### src/rtl/i2c_target_responder.sv
// I2C target that answers a bus master at SLAVE_ADDR: writes stream out on a rx valid/ready port,
// reads are served from a tx valid/ready port. SCL is never stretched.
module i2c_target_responder #(
    parameter int                        I2C_ADDR_WIDTH = 7,
    parameter int                        I2C_DATA_WIDTH = 8,
    parameter logic [I2C_ADDR_WIDTH-1:0] SLAVE_ADDR     = 7'h12,
    parameter int                        FILTER_LEN     = 3
) (
    input  logic                      clk_i,
    input  logic                      rst_i,
    input  logic                      scl_i,
    input  logic                      sda_i,
    output logic                      sda_o,
    output logic [I2C_DATA_WIDTH-1:0] rx_data_o,
    output logic                      rx_valid_o,
    input  logic                      rx_ready_i,
    input  logic [I2C_DATA_WIDTH-1:0] tx_data_i,
    input  logic                      tx_valid_i,
    output logic                      tx_ready_o,
    output logic                      start_o,
    output logic                      stop_o,
    output logic                      busy_o,
    output logic                      rw_o,
    output logic                      err_o
);

    localparam int          FCW  = (FILTER_LEN > 1) ? $clog2(FILTER_LEN + 1) : 1;
    localparam logic [2:0]  LAST = 3'd7;
    localparam int          DW   = I2C_DATA_WIDTH;

    typedef enum logic [2:0] {
        S_IDLE, S_ADDR, S_ADDR_ACK, S_WR_DATA, S_WR_ACK, S_RD_DATA, S_RD_ACK, S_IGNORE
    } state_t;

    // Bit 0 carries SCL, bit 1 carries SDA through the conditioning chain.
    logic [1:0]     r_sync1, r_sync2, r_filt, r_filt_d;
    logic [FCW-1:0] r_fcnt [2];

    always_ff @(posedge clk_i or negedge rst_i) begin
        if (!rst_i) begin
            r_sync1   <= 2'b11;
            r_sync2   <= 2'b11;
            r_filt    <= 2'b11;
            r_filt_d  <= 2'b11;
            r_fcnt[0] <= '0;
            r_fcnt[1] <= '0;
        end else begin
            r_sync1  <= {sda_i, scl_i};
            r_sync2  <= r_sync1;
            r_filt_d <= r_filt;
            for (int i = 0; i < 2; i++) begin
                if (r_sync2[i] == r_filt[i]) begin
                    r_fcnt[i] <= '0;
                end else if (r_fcnt[i] == FCW'(FILTER_LEN - 1)) begin
                    r_filt[i] <= r_sync2[i];
                    r_fcnt[i] <= '0;
                end else begin
                    r_fcnt[i] <= r_fcnt[i] + FCW'(1);
                end
            end
        end
    end

    logic w_scl, w_sda, w_scl_rise, w_scl_fall, w_sda_rise, w_sda_fall, w_start, w_stop;
    assign w_scl      = r_filt[0];
    assign w_sda      = r_filt[1];
    assign w_scl_rise =  r_filt[0] & ~r_filt_d[0];
    assign w_scl_fall = ~r_filt[0] &  r_filt_d[0];
    assign w_sda_rise =  r_filt[1] & ~r_filt_d[1];
    assign w_sda_fall = ~r_filt[1] &  r_filt_d[1];
    assign w_start    = w_sda_fall & w_scl;
    assign w_stop     = w_sda_rise & w_scl;

    state_t          r_state;
    logic [2:0]      r_bitcnt;
    logic [DW-1:0]   r_shift, r_tx, r_rx_data;
    logic            r_done, r_ack, r_rw, r_sda_o;
    logic            r_rx_valid, r_tx_ready, r_start, r_stop, r_busy, r_err;

    logic [DW-1:0] w_byte, w_tx_byte;
    logic          w_match;
    assign w_byte    = {r_shift[DW-2:0], w_sda};
    assign w_match   = (w_byte[DW-1 -: I2C_ADDR_WIDTH] == SLAVE_ADDR);
    // An empty tx source is answered with all-ones (bus idles high) and flagged.
    assign w_tx_byte = tx_valid_i ? tx_data_i : '1;

    always_ff @(posedge clk_i or negedge rst_i) begin
        if (!rst_i) begin
            r_state    <= S_IDLE;
            r_bitcnt   <= '0;
            r_shift    <= '0;
            r_tx       <= '1;
            r_rx_data  <= '0;
            r_done     <= 1'b0;
            r_ack      <= 1'b0;
            r_rw       <= 1'b0;
            r_sda_o    <= 1'b1;
            r_rx_valid <= 1'b0;
            r_tx_ready <= 1'b0;
            r_start    <= 1'b0;
            r_stop     <= 1'b0;
            r_busy     <= 1'b0;
            r_err      <= 1'b0;
        end else begin
            r_rx_valid <= 1'b0;
            r_tx_ready <= 1'b0;
            r_start    <= 1'b0;
            r_stop     <= 1'b0;
            r_err      <= 1'b0;
            // The sink's ready is judged in the cycle the byte is presented.
            if (r_rx_valid) begin
                r_ack <= rx_ready_i;
                r_err <= ~rx_ready_i;
            end
            if (w_start) begin
                r_state  <= S_ADDR;
                r_bitcnt <= '0;
                r_sda_o  <= 1'b1;
                r_done   <= 1'b0;
                r_start  <= 1'b1;
                r_busy   <= 1'b1;
            end else if (w_stop) begin
                r_state <= S_IDLE;
                r_sda_o <= 1'b1;
                r_done  <= 1'b0;
                r_stop  <= 1'b1;
                r_busy  <= 1'b0;
            end else begin
                case (r_state)
                    S_ADDR: begin
                        if (w_scl_rise) begin
                            r_shift  <= w_byte;
                            r_bitcnt <= r_bitcnt + 3'd1;
                            if (r_bitcnt == LAST) begin
                                if (w_match) begin
                                    r_rw   <= w_sda;
                                    r_done <= 1'b1;
                                end else begin
                                    r_state <= S_IGNORE;
                                end
                            end
                        end else if (w_scl_fall && r_done) begin
                            r_sda_o <= 1'b0;
                            r_done  <= 1'b0;
                            r_state <= S_ADDR_ACK;
                        end
                    end
                    S_ADDR_ACK: begin
                        if (w_scl_fall) begin
                            r_bitcnt <= '0;
                            if (!r_rw) begin
                                r_sda_o <= 1'b1;
                                r_state <= S_WR_DATA;
                            end else begin
                                r_sda_o    <= w_tx_byte[DW-1];
                                r_tx       <= {w_tx_byte[DW-2:0], 1'b1};
                                r_tx_ready <= tx_valid_i;
                                r_err      <= ~tx_valid_i;
                                r_state    <= S_RD_DATA;
                            end
                        end
                    end
                    S_WR_DATA: begin
                        if (w_scl_rise) begin
                            r_shift  <= w_byte;
                            r_bitcnt <= r_bitcnt + 3'd1;
                            if (r_bitcnt == LAST) begin
                                r_rx_data  <= w_byte;
                                r_rx_valid <= 1'b1;
                                r_done     <= 1'b1;
                            end
                        end else if (w_scl_fall && r_done) begin
                            r_sda_o <= ~r_ack;
                            r_done  <= 1'b0;
                            r_state <= S_WR_ACK;
                        end
                    end
                    S_WR_ACK: begin
                        if (w_scl_fall) begin
                            r_sda_o <= 1'b1;
                            r_state <= S_WR_DATA;
                        end
                    end
                    S_RD_DATA: begin
                        if (w_scl_fall) begin
                            if (r_bitcnt == LAST) begin
                                r_sda_o  <= 1'b1;
                                r_bitcnt <= '0;
                                r_state  <= S_RD_ACK;
                            end else begin
                                r_sda_o  <= r_tx[DW-1];
                                r_tx     <= {r_tx[DW-2:0], 1'b1};
                                r_bitcnt <= r_bitcnt + 3'd1;
                            end
                        end
                    end
                    S_RD_ACK: begin
                        if (w_scl_rise && w_sda) begin
                            r_state <= S_IGNORE;
                        end else if (w_scl_fall) begin
                            r_sda_o    <= w_tx_byte[DW-1];
                            r_tx       <= {w_tx_byte[DW-2:0], 1'b1};
                            r_tx_ready <= tx_valid_i;
                            r_err      <= ~tx_valid_i;
                            r_bitcnt   <= '0;
                            r_state    <= S_RD_DATA;
                        end
                    end
                    default: begin
                        r_sda_o <= 1'b1;
                    end
                endcase
            end
        end
    end

    assign sda_o      = r_sda_o;
    assign rx_data_o  = r_rx_data;
    assign rx_valid_o = r_rx_valid;
    assign tx_ready_o = r_tx_ready;
    assign start_o    = r_start;
    assign stop_o     = r_stop;
    assign busy_o     = r_busy;
    assign rw_o       = r_rw;
    assign err_o      = r_err;

endmodule

### config.mk
export PLATFORM = sky130hd
export DESIGN_NAME = i2c_target_responder
export DESIGN_NICKNAME = d
export VERILOG_FILES = /design/src/rtl/i2c_target_responder.sv
export SDC_FILE = /design/constraint.sdc
export NUM_CORES = 1
export LEC_CHECK = 0
export ABC_CLOCK_PERIOD_IN_PS = 2700
export CAP_MARGIN = 0
export CORE_MARGIN = 5
export CORE_UTILIZATION = 35
export DETAILED_ROUTE_END_ITERATION = 6
export PLACE_DENSITY_LB_ADDON = 0.15
export SETUP_SLACK_MARGIN = 0.2
export SLEW_MARGIN = 20
export SYNTH_ARGS = -nofsm -noshare
export SYNTH_HDL_FRONTEND = slang
export SYNTH_SLANG_ARGS = --single-unit
export TNS_END_PERCENT = 30
### constraint.sdc
create_clock -name clk_i -period 2.7 [get_ports clk_i]
set_clock_uncertainty 0.1 [all_clocks]
set_input_delay 0.405 -clock clk_i [delete_from_list [all_inputs] [get_ports clk_i]]
set_output_delay 0.405 -clock clk_i [all_outputs]
set_load 0.005 [all_outputs]
Word-level counts from Yosys, hierarchy flattened
Cells that the tools add are included.
W data, S select, Z words.
{ "totals": {"regBits": 51, "out_inout_bits": 16} }
{ "classes": {"addsub": 3, "n_eq_ne": 38, "muxes": 84, "bitwise": 17, "n_reduce_logical": 18} }
{ "ops": {"columns": ["op", "n"], "rows": [
  ["$mux W3", 22],
  ["$mux W8", 7],
  ["$mux W1", 44],
  ["$ne A4 B4 Y1 const B", 10],
  ["$ne A5 B5 Y1 const B", 6],
  ["$pmux W8 S3", 1],
  ["$pmux W3 S6", 1],
  ["$reduce_and A9 Y1", 2],
  ["$ne A2 B2 Y1 const B", 7],
  ["$eq A3 B3 Y1 const B", 4],
  ["$pmux W3 S4", 1],
  ["$not A1 Y1", 11],
  ["$reduce_and A11 Y1", 1],
  ["$reduce_and A5 Y1", 2],
  ["$mux W2", 4],
  ["$reduce_and A4 Y1", 2],
  ["$reduce_bool A8 Y1", 1],
  ["$eq A7 B5 Y1 const B", 1],
  ["$and A1 B1 Y1", 6],
  ["$eq A3 B2 Y1 const B", 2],
  ["$ne A3 B3 Y1 const B", 2],
  ["$pmux W1 S2", 3],
  ["$pmux W1 S6", 1],
  ["$reduce_and A6 Y1", 1],
  ["other kinds (13)", 18]
]} }

Longest topological paths before layout
{ "depth": {"word_depth": 8, "mapped_depth": 7, "mapped_depth_nobuf": 7} }

Worst setup path after synthesis
No wires, ideal clock.
{ "synth_timing": {"path_kind": "register to register", "from": "register r_filt[1]", "to": "register r_rx_data[0], in the netlist rx_data_o[0]", "setup_ns": 0.125, "arrival_ns": 1.696, "t_required_ns": 2.475, "path_slack_ns": 0.780, "path_stages_with_launch": 7, "path_cell_list": "dfstp_2 buf_2 xor2_1 or2_1 buf_2 nor2_8 mux2_2"} }
{ "synth_between": {"elab_chain_cells": 5, "elab_cells_between_ends": 8, "classes_between": "bitwise (7); reduce/logical (1)"} }
{ "synth_lines": {"columns": ["element", "line", "rtl"], "rows": [
  ["start: declaration", "36", "logic [1:0] r_sync1, r_sync2, r_filt, r_filt_d;"],
  ["start signal: indexed assignment", "55", "r_filt[i] <= r_sync2[i];"],
  ["$not A1 Y1", "70", "assign w_sda_fall = ~r_filt[1] & r_filt_d[1];"],
  ["$and A1 B1 Y1", "70", null],
  ["$and A1 B1 Y1", "71", "assign w_start = w_sda_fall & w_scl;"],
  ["$not A1 Y1 (no line)", null, null],
  ["$reduce_and A5 Y1 (no line)", null, null],
  ["end signal: assignment", "168", "r_rx_data <= w_byte;"],
  ["end: declaration", "76", "logic [DW-1:0] r_shift, r_tx, r_rx_data;"]
]} }
Parallel ways exist; a longest one is shown, timed or not.
A chain may end at the register's enable or synchronous reset.

Worst setup path in the final report
{ "layout_timing": {"from": "register r_filt[0]", "to": "register r_rx_data[5], in the netlist rx_data_o[5]"} }
{ "layout_between": {"elab_chain_cells": 3, "elab_cells_between_ends": 6, "classes_between": "bitwise (5); reduce/logical (1)"} }
{ "layout_lines": {"columns": ["element", "line"], "rows": [
  ["$and A1 B1 Y1 (on tied branches)", "72, 71"],
  ["$not A1 Y1 (no line)", null],
  ["$reduce_and A5 Y1 (no line) (*)", null]
]} }
Every way passes the cells marked *; elsewhere a longest branch is shown, timed or not.

==> impl_metrics.csv <==
group,metric,value,unit
synthesis,synth-seq-cells,50,
placement,pre_cts_slack,0.535,ns
route,drc_errors,0,
sta,setup_tns,0,ns
sta,hold_violations,0,
route,vias,1707,
global_route,grt_pass1_vias,1646,
floorplan,die_area,8770,um^2
synthesis,yosys_warnings,0,
layout,fin_cells,345,
floorplan,die_y,93.6,um
synthesis,yosysMostFrequentCell,"dfrtp_1",
sta,fin_crit_sh,80.2,%
sta,setup_viol,0,
clock_tree,clkSinkCount,50,
synthesis,async_flop_share,100,%
synthesis,synth.area.top_cells,"dfrtp_1, dfstp_2, mux2_2",
setup_path,startpoint_type,"flop",
layout,nets,265,
min_path,hold_path.class,"reg2reg",
setup_path,critPathCaptureType,"flop",
layout,seq_area,1270,um^2
placement,placed_cells,336,
layout,area_growth,22.2,%
synthesis,yosys.area.top_type,"dfrtp_1",
sta,min_period,2.17,ns
floorplan,dieWidth,93.6,um
route,antenna_left,0,
placement,portBuffers,29,
power_and_ir_drop,vdd_drop_max,0.363,mV
synthesis,ys_top_cells_by_count,"dfrtp_1, mux2_2, dfstp_2",
global_route,grt-ovfl-total,0,
floorplan,ios,30,
clock_tree,cts.clk_slew.worst_paths,0.09,ns
synthesis,synth.distinct_cells,52,
setup_path,crit_path_start,"r_filt[0]",
clock_tree,numCtsBuffers,5,
global_route,track_usage,11.2,%
floorplan,start_util,36.0,%
clock_tree,clock_path_buffers,2,
route,dr.first_iter.drc_count,142,
global_route,grt_max_degree,28,
layout,nFillCells,661,
sta,clock.fmax,0.462,GHz
setup_path,worstReg2RegStart,"r_filt[0]",
outcome,status,"finished clean",
layout,layout-drive-gt1-share,24.5,%
synthesis,netlist_area,2450,um^2
layout,multi_input_area,1070,um^2
route,avgRoutedWirePerCell,13.5,um
clock_tree,htreeDepth,2,
synthesis,ys.flop_type,"dfrtp_1",
synthesis,synth_cells,218,
clock_tree,worstSkewPairLatency,0.30,ns
sta,worst_slew_pin_slew,0.570,ns
synthesis,synthesis.nets,235,
route,via_per_inst,4.95,
setup_path,crit_type,"reg2reg",
global_route,grt_pass1_wl,7.81,mm
synthesis,syn_area_per_cell,11.2,um^2
route,wl,4.64,mm
sta,grt_setup_unrepaired,"no",
min_path,holdCritStartpoint,"r_sync1[0]",
placement,dp_hpwl,3.28,mm
clock_tree,cts_root_buf,"clkbuf_8",
sta,relSlewSlack,61.9,%
global_route,antenna_found_initial,0,
layout,num_antenna_cells,0,
clock_tree,cts_tree,"yes",
layout,final_core_util,44.1,%
power_and_ir_drop,power_density,1010,nW/um^2
power_and_ir_drop,p_leak,1.31,nW
floorplan,coreArea,6790,um^2
route,dr.pass1.iters,4,
synthesis,yosys.area.top_type_share,34.7,%
synthesis,seq_area_frac_synth,51.9,%
floorplan,num_rows,30,
flow_run,maxCapViolCount,0,
sta,worst_slack,0.533,ns
sta,drv_slew,0,
synthesis,synth_edf_count,0,
placement,routabilityCongestion,0.809,
setup_path,cp.arrival,2.26,ns
setup_path,cp_max_fo,15,
setup_path,worstPathRequired,2.79,ns
## layer usage
metal	routed length, um	vias to the layer above	global-route usage [%]	part of all wire (%)
met4	80	0	4.57	1.7
li1	-	824	-	-
met5	0	-	0	0
met2	2240	47	17.7	48
met1	2120	829	14.4	46
met3	203	7	2.90	4.4
## critical path, cell delays in order, from the launching register on
cell and delay (ns):
dfstp_2 0.68, nand4bb_1 0.21, or2_1 0.45, nor2_8 0.26, mux2_2 0.35
## kinds of logic (layout without fill, tap and decap cells)
group                    Yosys count  after routing  share of synthesized area, %
AO/OA/AOI/OAI                     41             41                          11.3
XOR/XNOR                           4              4                          1.43
adder cells (fa/ha/maj)            3              3                          1.53
buffers and inverters             24             55                          4.45
flip-flops                        50             50                          51.9
multiplexers                      28             28                          12.8
AND/OR/NAND/NOR                   68             68                          16.6
## metrics by stage
| step | cell area (um^2) | power, mW | hold WS (ns) |
|---|---|---|---|
| floorplan | 2450 | 2.09 | 0.00941 |
| detailed placement | 2840 | 2.38 | 0.247 |
| CTS | 2990 | 3.03 | 0.261 |
| finish | 2990 | 3.01 | 0.259 |
| global placement | 2840 | 2.39 | 0.246 |
| global route | 2990 | 3.23 | 0.265 |
## timing repair
item	in CTS	in global routing
hold buffers	1	0
setup endpoints to repair	0	0
buffers inserted	0	0
hold endpoints to repair	3	0
gates resized for setup	0	0
## placed cells by master (no fill, tap or decap), types with 3 or more instances in the layout
cell / instances
nand2b_1: 4
a31oi_1: 6
buf_4: 4
nor3_1: 4
o21ai_0: 5
nor3b_1: 3
dfstp_2: 16
nand3b_1: 3
clkdlybuf4s50_1: 28
a21oi_1: 7
nand2_1: 15
o22ai_1: 5
and2_1: 3
ha_1: 3
mux2_2: 25
clkbuf_8: 6
dfrtp_1: 34
inv_1: 12
nor2_1: 13
a211oi_1: 3
nor2b_1: 8
## area by class of cell
| class | count | area share (%) |
|---|---|---|
| inverters | 12 | 1.51 |
| well taps | 96 | 4.01 |
| clock inverters | 2 | 2.01 |
| multi-input cells | 144 | 35.7 |
| flip-flops and latches | 50 | 42.5 |
| repair buffers | 35 | 11.5 |
| clock buffers | 6 | 2.76 |
## sequential cells by signal, indices dropped and copies added, names as in the netlist
register    flops
err_o           1
r_shift         7
rx_valid_o      1
r_ack           1
r_filt_d        2
start_o         1
r_state         3
rw_o            1
sda_o           1
r_tx            7
r_sync2         2
busy_o          1
stop_o          1
r_sync1         2
r_fcnt          4
r_bitcnt        3
r_filt          2
r_done          1
tx_ready_o      1
rx_data_o       8
## where the power goes
part           switching [mW]  total [mW]  internal (mW)
clock network           0.240       0.635          0.395
registers               0.223        1.24           1.02
logic                   0.582        1.13          0.549
total                    1.05        3.01           1.96
## worst paths after layout
kind	depth (start not counted)	slack (ns)	to
max in group asynchronous	3	1.36	r_tx[5]
worst min register to register	0	0.26	r_sync2[0]
worst max-delay path	4	0.53	rx_data_o[5]
min in group asynchronous	2	0.52	r_state[0]
worst min-delay path	0	0.26	r_sync2[0]
worst max register to register	4	0.53	rx_data_o[5]
No activity file was read; power rests on OpenSTA's default activity.
